## config.mk

```make
export PLATFORM = sky130hd
export DESIGN_NAME = rep_string_ctrl_wb_flat
export DESIGN_NICKNAME = d
export VERILOG_FILES = /design/src/rtl/rep_wb_pkg.sv /design/src/rtl/rep_string_ctrl_wb_if.sv /design/src/rtl/rep_string_ctrl_wb_term_check.sv /design/src/rtl/rep_string_ctrl_wb.sv /design/src/flat_wrapper.sv
export SDC_FILE = /design/constraint.sdc
export NUM_CORES = 1
export LEC_CHECK = 0
export ABC_CLOCK_PERIOD_IN_PS = 4100
export CORE_MARGIN = 4
export CORE_UTILIZATION = 40
export CTS_CLUSTER_SIZE = 25
export DETAILED_ROUTE_END_ITERATION = 6
export PLACE_DENSITY = 0.67
export SLEW_MARGIN = 20
export SYNTH_ARGS = -nofsm -noshare
export SYNTH_HDL_FRONTEND = slang
export SYNTH_HIERARCHICAL = 1
export SYNTH_SLANG_ARGS = --single-unit
```

## constraint.sdc

```tcl
create_clock -name CLK -period 4.1 [get_ports CLK]
set_input_delay 1.025 -clock CLK [delete_from_list [all_inputs] [get_ports CLK]]
set_output_delay 1.025 -clock CLK [all_outputs]
set_load 0.05 [all_outputs]
```

## src/rtl/rep_wb_pkg.sv

```systemverilog
// Shared types for the REP/REPE/REPNE writeback controller.
//   rep_state_e : controller state encoding
//   REP_*       : REP_MODE field encodings
package rep_wb_pkg;

   typedef enum logic [1:0] {
      IDLE = 2'b00,
      RUN  = 2'b01,
      TERM = 2'b10,
      HALT = 2'b11
   } rep_state_e;

   localparam int unsigned REP_MODE_W = 2;

   localparam logic [REP_MODE_W-1:0] REP_NONE  = 2'b00;
   localparam logic [REP_MODE_W-1:0] REP_REP   = 2'b01;
   localparam logic [REP_MODE_W-1:0] REP_REPE  = 2'b10;
   localparam logic [REP_MODE_W-1:0] REP_REPNE = 2'b11;

endpackage

```

## src/rtl/rep_string_ctrl_wb_if.sv

```systemverilog
// WB-side bus of the string-instruction controller.
//   master : WB pipeline side (drives qualifiers/operands, observes results)
//   slave  : rep_string_ctrl_wb
interface rep_string_ctrl_wb_if #(
   parameter int unsigned CNT_W = 32,
   parameter int unsigned EIP_W = 32,
   parameter int unsigned CS_W  = 16
);
   import rep_wb_pkg::*;

   logic                  WB_V;
   logic                  FLUSH;
   logic                  START;
   logic [REP_MODE_W-1:0] REP_MODE;
   logic [CNT_W-1:0]      COUNT_IN;
   logic                  ITER_DONE;
   logic                  IS_CMP;
   logic                  ZF;
   logic                  IS_HALT;
   logic [EIP_W-1:0]      NEIP;
   logic [CS_W-1:0]       NCS;

   logic                  BUSY;
   logic                  LD_COUNT;
   logic [CNT_W-1:0]      COUNT_OUT;
   logic                  REISSUE;
   logic                  TERMINATE;
   logic                  LD_EIP;
   logic [EIP_W-1:0]      FINAL_EIP;
   logic [CS_W-1:0]       FINAL_CS;
   logic                  HALT_ALL;
   logic [31:0]           PERF_ITERS;

   modport master (
      output WB_V, FLUSH, START, REP_MODE, COUNT_IN, ITER_DONE, IS_CMP, ZF,
             IS_HALT, NEIP, NCS,
      input  BUSY, LD_COUNT, COUNT_OUT, REISSUE, TERMINATE, LD_EIP,
             FINAL_EIP, FINAL_CS, HALT_ALL, PERF_ITERS
   );

   modport slave (
      input  WB_V, FLUSH, START, REP_MODE, COUNT_IN, ITER_DONE, IS_CMP, ZF,
             IS_HALT, NEIP, NCS,
      output BUSY, LD_COUNT, COUNT_OUT, REISSUE, TERMINATE, LD_EIP,
             FINAL_EIP, FINAL_CS, HALT_ALL, PERF_ITERS
   );

endinterface

```

## src/rtl/rep_string_ctrl_wb_term_check.sv

```systemverilog
// Combinational per-iteration count decrement and termination test.
//   cnt_i      : current count
//   mode_i     : latched REP mode
//   is_cmp_i   : iteration is CMPS/SCAS
//   zf_i       : ZF produced by the iteration
//   cnt_nxt_o  : cnt_i - 1 (wraps)
//   term_o     : instruction completes after this iteration
module rep_term_check
   import rep_wb_pkg::*;
#(
   parameter int unsigned CNT_W = 32
) (
   input  logic [CNT_W-1:0]      cnt_i,
   input  logic [REP_MODE_W-1:0] mode_i,
   input  logic                  is_cmp_i,
   input  logic                  zf_i,
   output logic [CNT_W-1:0]      cnt_nxt_o,
   output logic                  term_o
);

   // ZF tests only apply to compare iterations; otherwise REPE/REPNE act as REP.
   always_comb begin
      cnt_nxt_o = cnt_i - CNT_W'(1);
      term_o    = (cnt_nxt_o == '0)
                | (is_cmp_i & (mode_i == REP_REPE)  & ~zf_i)
                | (is_cmp_i & (mode_i == REP_REPNE) &  zf_i);
   end

endmodule

```

## src/rtl/rep_string_ctrl_wb.sv

```systemverilog
// Writeback-stage controller for REP/REPE/REPNE string instructions.
// Latches count and next EIP/CS at START, decrements per retired iteration,
// decides termination, issues a one-cycle EIP/CS redirect and holds a sticky
// halt. All bus outputs are registered.
// Ports:
//   CLK : clock
//   CLR : synchronous active-high reset
//   bus : rep_string_ctrl_wb_if.slave (WB qualifiers in, control/redirect out)
// Optional feature: define REP_PERF_CNT_EN to build the 32-bit saturating
// retired-iteration counter on PERF_ITERS; otherwise PERF_ITERS is tied to 0.
module rep_string_ctrl_wb
   import rep_wb_pkg::*;
#(
   parameter int unsigned CNT_W = 32,
   parameter int unsigned EIP_W = 32,
   parameter int unsigned CS_W  = 16
) (
   input  logic                 CLK,
   input  logic                 CLR,
   rep_string_ctrl_wb_if.slave  bus
);

   rep_state_e            state_q, state_d;
   logic [CNT_W-1:0]      cnt_q, cnt_d;
   logic [REP_MODE_W-1:0] mode_q, mode_d;
   logic [EIP_W-1:0]      eip_q, eip_d;
   logic [CS_W-1:0]       cs_q, cs_d;

   logic                  busy_q, busy_d;
   logic                  ld_count_q, ld_count_d;
   logic [CNT_W-1:0]      count_out_q, count_out_d;
   logic                  reissue_q, reissue_d;
   logic                  terminate_q, terminate_d;
   logic                  ld_eip_q, ld_eip_d;
   logic [EIP_W-1:0]      final_eip_q, final_eip_d;
   logic [CS_W-1:0]       final_cs_q, final_cs_d;
   logic                  halt_q, halt_d;

   logic [CNT_W-1:0]      cnt_nxt_c;
   logic                  term_c;

   // WB_V-qualified strobes
   logic start_c, iter_c, flush_c, halt_req_c;
   assign start_c    = bus.WB_V & bus.START;
   assign iter_c     = bus.WB_V & bus.ITER_DONE;
   assign flush_c    = bus.WB_V & bus.FLUSH;
   assign halt_req_c = bus.WB_V & bus.IS_HALT;

   rep_term_check #(.CNT_W(CNT_W)) u_term_check (
      .cnt_i     (cnt_q),
      .mode_i    (mode_q),
      .is_cmp_i  (bus.IS_CMP),
      .zf_i      (bus.ZF),
      .cnt_nxt_o (cnt_nxt_c),
      .term_o    (term_c)
   );

   // State and output registers
   always_ff @(posedge CLK) begin
      if (CLR) begin
         state_q     <= IDLE;
         cnt_q       <= '0;
         mode_q      <= REP_NONE;
         eip_q       <= '0;
         cs_q        <= '0;
         busy_q      <= 1'b0;
         ld_count_q  <= 1'b0;
         count_out_q <= '0;
         reissue_q   <= 1'b0;
         terminate_q <= 1'b0;
         ld_eip_q    <= 1'b0;
         final_eip_q <= '0;
         final_cs_q  <= '0;
         halt_q      <= 1'b0;
      end else begin
         state_q     <= state_d;
         cnt_q       <= cnt_d;
         mode_q      <= mode_d;
         eip_q       <= eip_d;
         cs_q        <= cs_d;
         busy_q      <= busy_d;
         ld_count_q  <= ld_count_d;
         count_out_q <= count_out_d;
         reissue_q   <= reissue_d;
         terminate_q <= terminate_d;
         ld_eip_q    <= ld_eip_d;
         final_eip_q <= final_eip_d;
         final_cs_q  <= final_cs_d;
         halt_q      <= halt_d;
      end
   end

   // Next state; pulse outputs are computed on the transition so they line up
   // with the state they belong to.
   always_comb begin
      state_d     = state_q;
      cnt_d       = cnt_q;
      mode_d      = mode_q;
      eip_d       = eip_q;
      cs_d        = cs_q;
      ld_count_d  = 1'b0;
      count_out_d = count_out_q;
      reissue_d   = 1'b0;
      terminate_d = 1'b0;
      ld_eip_d    = 1'b0;
      final_eip_d = '0;
      final_cs_d  = '0;
      halt_d      = halt_q;

      unique case (state_q)
         IDLE: begin
            if (halt_req_c) begin
               state_d = HALT;
               halt_d  = 1'b1;
            end else if (start_c && (bus.REP_MODE != REP_NONE)) begin
               cnt_d  = bus.COUNT_IN;
               mode_d = bus.REP_MODE;
               eip_d  = bus.NEIP;
               cs_d   = bus.NCS;
               if (bus.COUNT_IN != '0) begin
                  state_d = RUN;
               end else begin
                  // zero iterations: redirect straight away
                  state_d     = TERM;
                  terminate_d = 1'b1;
                  ld_eip_d    = 1'b1;
                  final_eip_d = bus.NEIP;
                  final_cs_d  = bus.NCS;
               end
            end
         end
         RUN: begin
            // flush aborts the in-flight iteration, including its count write
            if (flush_c) begin
               state_d = IDLE;
            end else if (iter_c) begin
               cnt_d       = cnt_nxt_c;
               ld_count_d  = 1'b1;
               count_out_d = cnt_nxt_c;
               if (term_c) begin
                  state_d     = TERM;
                  terminate_d = 1'b1;
                  ld_eip_d    = 1'b1;
                  final_eip_d = eip_q;
                  final_cs_d  = cs_q;
               end else begin
                  reissue_d = 1'b1;
               end
            end
         end
         TERM: begin
            state_d = IDLE;
         end
         HALT: begin
            state_d = HALT;
         end
         default: begin
            state_d = IDLE;
         end
      endcase

      busy_d = (state_d == RUN) || (state_d == TERM);
   end

   assign bus.BUSY      = busy_q;
   assign bus.LD_COUNT  = ld_count_q;
   assign bus.COUNT_OUT = count_out_q;
   assign bus.REISSUE   = reissue_q;
   assign bus.TERMINATE = terminate_q;
   assign bus.LD_EIP    = ld_eip_q;
   assign bus.FINAL_EIP = final_eip_q;
   assign bus.FINAL_CS  = final_cs_q;
   assign bus.HALT_ALL  = halt_q;

`ifdef REP_PERF_CNT_EN
   // Saturating count of iterations that actually retired (not flushed)
   logic [31:0] perf_q, perf_d;
   logic        perf_inc_c;

   assign perf_inc_c = (state_q == RUN) & iter_c & ~flush_c;

   always_comb begin
      perf_d = perf_q;
      if (perf_inc_c && (perf_q != 32'hFFFF_FFFF)) begin
         perf_d = perf_q + 32'd1;
      end
   end

   always_ff @(posedge CLK) begin
      if (CLR) begin
         perf_q <= '0;
      end else begin
         perf_q <= perf_d;
      end
   end

   assign bus.PERF_ITERS = perf_q;
`else
   assign bus.PERF_ITERS = '0;
`endif

endmodule

```

## src/flat_wrapper.sv

```systemverilog
// flat-port wrapper written by rule: the top's interface ports become plain ports
module rep_string_ctrl_wb_flat import rep_wb_pkg::*;
#(
   parameter int unsigned CNT_W = 32,
   parameter int unsigned EIP_W = 32,
   parameter int unsigned CS_W  = 16
)
  (CLK, CLR, bus_WB_V, bus_FLUSH, bus_START, bus_REP_MODE, bus_COUNT_IN, bus_ITER_DONE, bus_IS_CMP, bus_ZF, bus_IS_HALT, bus_NEIP, bus_NCS, bus_BUSY, bus_LD_COUNT, bus_COUNT_OUT, bus_REISSUE, bus_TERMINATE, bus_LD_EIP, bus_FINAL_EIP, bus_FINAL_CS, bus_HALT_ALL, bus_PERF_ITERS);
  rep_string_ctrl_wb_if #(.CNT_W(CNT_W), .EIP_W(EIP_W), .CS_W(CS_W)) bus_i ();
  input  logic CLK;
  input  logic CLR;
  input wire logic [$bits(bus_i.WB_V)-1:0] bus_WB_V;
  input wire logic [$bits(bus_i.FLUSH)-1:0] bus_FLUSH;
  input wire logic [$bits(bus_i.START)-1:0] bus_START;
  input wire logic [$bits(bus_i.REP_MODE)-1:0] bus_REP_MODE;
  input wire logic [$bits(bus_i.COUNT_IN)-1:0] bus_COUNT_IN;
  input wire logic [$bits(bus_i.ITER_DONE)-1:0] bus_ITER_DONE;
  input wire logic [$bits(bus_i.IS_CMP)-1:0] bus_IS_CMP;
  input wire logic [$bits(bus_i.ZF)-1:0] bus_ZF;
  input wire logic [$bits(bus_i.IS_HALT)-1:0] bus_IS_HALT;
  input wire logic [$bits(bus_i.NEIP)-1:0] bus_NEIP;
  input wire logic [$bits(bus_i.NCS)-1:0] bus_NCS;
  output wire logic [$bits(bus_i.BUSY)-1:0] bus_BUSY;
  output wire logic [$bits(bus_i.LD_COUNT)-1:0] bus_LD_COUNT;
  output wire logic [$bits(bus_i.COUNT_OUT)-1:0] bus_COUNT_OUT;
  output wire logic [$bits(bus_i.REISSUE)-1:0] bus_REISSUE;
  output wire logic [$bits(bus_i.TERMINATE)-1:0] bus_TERMINATE;
  output wire logic [$bits(bus_i.LD_EIP)-1:0] bus_LD_EIP;
  output wire logic [$bits(bus_i.FINAL_EIP)-1:0] bus_FINAL_EIP;
  output wire logic [$bits(bus_i.FINAL_CS)-1:0] bus_FINAL_CS;
  output wire logic [$bits(bus_i.HALT_ALL)-1:0] bus_HALT_ALL;
  output wire logic [$bits(bus_i.PERF_ITERS)-1:0] bus_PERF_ITERS;
  assign bus_i.WB_V = bus_WB_V;
  assign bus_i.FLUSH = bus_FLUSH;
  assign bus_i.START = bus_START;
  assign bus_i.REP_MODE = bus_REP_MODE;
  assign bus_i.COUNT_IN = bus_COUNT_IN;
  assign bus_i.ITER_DONE = bus_ITER_DONE;
  assign bus_i.IS_CMP = bus_IS_CMP;
  assign bus_i.ZF = bus_ZF;
  assign bus_i.IS_HALT = bus_IS_HALT;
  assign bus_i.NEIP = bus_NEIP;
  assign bus_i.NCS = bus_NCS;
  assign bus_BUSY = bus_i.BUSY;
  assign bus_LD_COUNT = bus_i.LD_COUNT;
  assign bus_COUNT_OUT = bus_i.COUNT_OUT;
  assign bus_REISSUE = bus_i.REISSUE;
  assign bus_TERMINATE = bus_i.TERMINATE;
  assign bus_LD_EIP = bus_i.LD_EIP;
  assign bus_FINAL_EIP = bus_i.FINAL_EIP;
  assign bus_FINAL_CS = bus_i.FINAL_CS;
  assign bus_HALT_ALL = bus_i.HALT_ALL;
  assign bus_PERF_ITERS = bus_i.PERF_ITERS;
  rep_string_ctrl_wb #(.CNT_W(CNT_W), .EIP_W(EIP_W), .CS_W(CS_W)) u_core (.CLK(CLK), .CLR(CLR), .bus(bus_i));
endmodule
```

==> results.md <==
- Clk sink count: 169
- Critical path class: register to register
- DP Worst Slack: about 540 ps
- Sw Pwr: 1.45 mW
- Num CTS Buffers: 17
- Non-Filler Instances: 1287
- Peak VDD IR: 0.312 mV
- Top_reg_cell synth: dfxtp_1
- Worst-Margin Slew: 1020 ps
- Critical path arrival: about 4000 ps
- Crit-path max FO: 8
- Max_cap viols: 0
- Antenna violations before repair: 0
- Slew Viols, Final: 0
- Mapped cell area: 7430 sq um
- Routed Antenna Nets: 0
- Slack of the critical path: 460 ps
- Setup bufs post-CTS: 0
- Synthesized instance count: 906
- CTS Buffer Depth: 2
- Area grow syn2layout: 32.2%
- Global-route wire length before repair: 32.0 mm
- Placed Instances: 1254
- Period utilization: between 80% and 90%
- Unrepaired setup endpoints after global routing: no
- Unique cell type count in the Yosys netlist: 58
- Combinational power share: 22.4%
- Worst clock skew: between 10 and 15 ps
- FFs w/ async S/R, synth: 0%
- Post-synth EDFFs: 0
- Total GRT Usage: 19.2%
- Largest area contributor in the netlist: dfxtp_1
- Max H-tree Level: 4
- Layout cells sized above 1: 7.28%
- DR pass1 iterations: 5
- TNS Setup: 0 ps
- Hold Fails Final Rpt: 0
- Post-CTS sizing: 0
- Fmax: roughly 0.27 GHz
- Hold EP: u_core/bus.COUNT_OUT[3]
- Ports: 209
- Static Leakage: approximately 3.4 nW
- Tmin final: 3640 ps
- Top post-synthesis cells by area: dfxtp_1 46%, nand2_1 12%, a21oi_1 5.8%
- PortBufs: 176
- Hold Path Cell Cnt: 2
- Worst Hold Class: register to register
- Yosys reg bits: 169
- Dpl hpwl: approximately 14 mm
- # nets final: 1137
- Worst r2r src: u_core/cnt_q[0]
- Worst Setup Start Kind: register
- Via count: 6719
- Status: finished, final reports clean
- Core area: 18100 sq um
- Remaining routing DRC violations: 0
- Worst path required time: 4420 ps
- Part of the power in the clock network: 36.5%
- Post-DP Area: 9230 sq um
- Switching share of total power: 33.4%
- Worst R2R Setup Slack: 460 ps
- Starting DRC count in detailed routing: 422
- HP Start: u_core/bus.COUNT_OUT[3]
- Final core occ: 54.1%
- Yosys warnings: 6
- Clock Latency Late Sink: 430 ps
- Routed length per instance: 16.1 microns
- WL final: 20.7 mm
- Cell Pwr Density: between 400 and 500 nW/um^2
- Final Cell Area: 9820 sq um
- DIE WIDTH: 144 microns
- GRT Residual Overflow: 0
- Routability Congestion: ~0.87
- Final Power: 4.34 mW
- Final setup violation count: 0
- Slew HR: a little under a third
- Final hold slack: 452 ps
- Vias in the first global route: 6014
- CTS tree: yes
- Avg Cell Area, Syn: 8.20 sq um
- Die Area: 20800 sq um
- Hold buffers post-CTS: 0
- Largest net degree at the start of global routing: 76
- Root Driver: clkbuf_16
- Die Height: 144 microns
- Power Internal: roughly 2.9 mW
- Clock slew at reported path FFs: 70 ps
- Synth top area share: 45.5%
- Sequential share of power: 41.2%
- Worst R2R End: u_core/bus.LD_EIP
- Placement Rows: 49
- Fillers: 1680
- Sequential share of the synthesized area: a little under half
- Drt via density: 5.22
- Reg2Reg Depth: 13
- Initial Util: 40.9%
- Crit end category: register
[area by class of cell]
| class | instances | area [sq um] | share of cell area, % |
|---|---|---|---|
| antenna | 1 | 2.50 | 0.0255 |
| clock buffer | 18 | 439 | 4.47 |
| clock inverter | 14 | 151 | 1.54 |
| inverter | 5 | 18.8 | 0.191 |
| multi-input combinational | 662 | 3630 | 37.0 |
| sequential | 169 | 3380 | 34.5 |
| tap | 229 | 287 | 2.92 |
| timing repair buffer | 189 | 1910 | 19.4 |
[power by group through the flow]
stage	sequential, mW	clock, mW	combinational (mW)
global placement	1.82	0	0.959
floorplan	1.84	0	0.679
CTS	1.79	1.61	0.965
global route	1.80	1.69	1.06
detailed placement	1.82	0	0.961
finish	1.79	1.58	0.970
[cells by family (layout without fill, tap and decap cells)]
| kind of cell | Yosys count | count (layout) | synth area share [%] |
|---|---|---|---|
| and+or+nand+nor | 415 | 415 | 24.5 |
| adders and majority gates | 2 | 2 | 0.337 |
| AOI/OAI and AO/OA | 185 | 185 | 18.7 |
| buffers and inverters | 106 | 226 | 7.56 |
| xor gates and xnor gates | 28 | 28 | 3.30 |
| DFF | 169 | 169 | 45.5 |
| other | 1 | 33 | 0.0505 |
[cell usage after synthesis (all sizes together) (2+ instances only)]
master and instances:
a21oi 88, a311oi 32, a32oi 48, buf 53, clkbuf 48, dfxtp 169
ha 2, inv 5, nand2 242, nand2b 4, nand3 9, nand3b 2
nand4 7, nor2 101, nor2b 2, nor3 12, nor3b 2, nor4 18
nor4b 3, o21ai 2, o31ai 2, o41ai 3, or3 3, or4 4
or4b 2, xnor2 15, xor2 13
[registers in the layout, summed over array words and instances (netlist names)]
| signal | flops |
|---|---|
| u_core/bus.BUSY | 1 |
| u_core/bus.COUNT_OUT | 32 |
| u_core/bus.FINAL_CS | 16 |
| u_core/bus.FINAL_EIP | 32 |
| u_core/bus.HALT_ALL | 1 |
| u_core/bus.LD_COUNT | 1 |
| u_core/bus.LD_EIP | 1 |
| u_core/bus.REISSUE | 1 |
| u_core/cnt_q | 32 |
| u_core/cs_q | 16 |
| u_core/eip_q | 32 |
| u_core/mode_q | 2 |
| u_core/state_q | 2 |
[layer usage]
layer	vias to the layer above	global-route usage, %	share of wire, %
met1	3121	26.8	46
met3	15	4.56	6.6
li1	3360	-	-
met4	0	5.30	1.1
met5	-	0	0
met2	223	30.0	47
[cell usage in the layout (no fill, tap or decap), types with 15 or more instances in the layout]
| master | count |
|---|---|
| a21oi_1 | 86 |
| clkdlybuf4s50_1 | 175 |
| a32oi_1 | 48 |
| nor2_1 | 99 |
| nor4_1 | 16 |
| clkbuf_16 | 17 |
| xnor2_1 | 15 |
| a311oi_1 | 22 |
| dfxtp_1 | 169 |
| nand2_1 | 242 |
| conb_1 | 32 |
[worst max-delay path by stage]
stage / start / endpoint / slack, ps / depth (start not counted)
after floorplan: u_core/cnt_q[0] / u_core/bus.FINAL_EIP[11] / 960 / 14
after global placement: u_core/cnt_q[0] / u_core/bus.LD_EIP / 730 / 13
after detailed placement: u_core/cnt_q[0] / u_core/bus.LD_EIP / 540 / 13
after CTS: u_core/cnt_q[0] / u_core/bus.LD_EIP / 520 / 13
after global routing: u_core/cnt_q[0] / u_core/bus.LD_EIP / 270 / 13
final: u_core/cnt_q[0] / u_core/bus.LD_EIP / 460 / 13
[critical path: stages, from the launching register on]
cell,delay [ps]
dfxtp_1,360
inv_1,110
ha_1,180
nor3b_2,370
nand4_2,310
buf_4,270
nor3_1,230
xor2_1,140
a2111o_1,420
o31ai_2,330
nand3_1,180
nor2_4,140
o21ai_0,180
nor4bb_1,310
(Power assumes the default switching activity.)
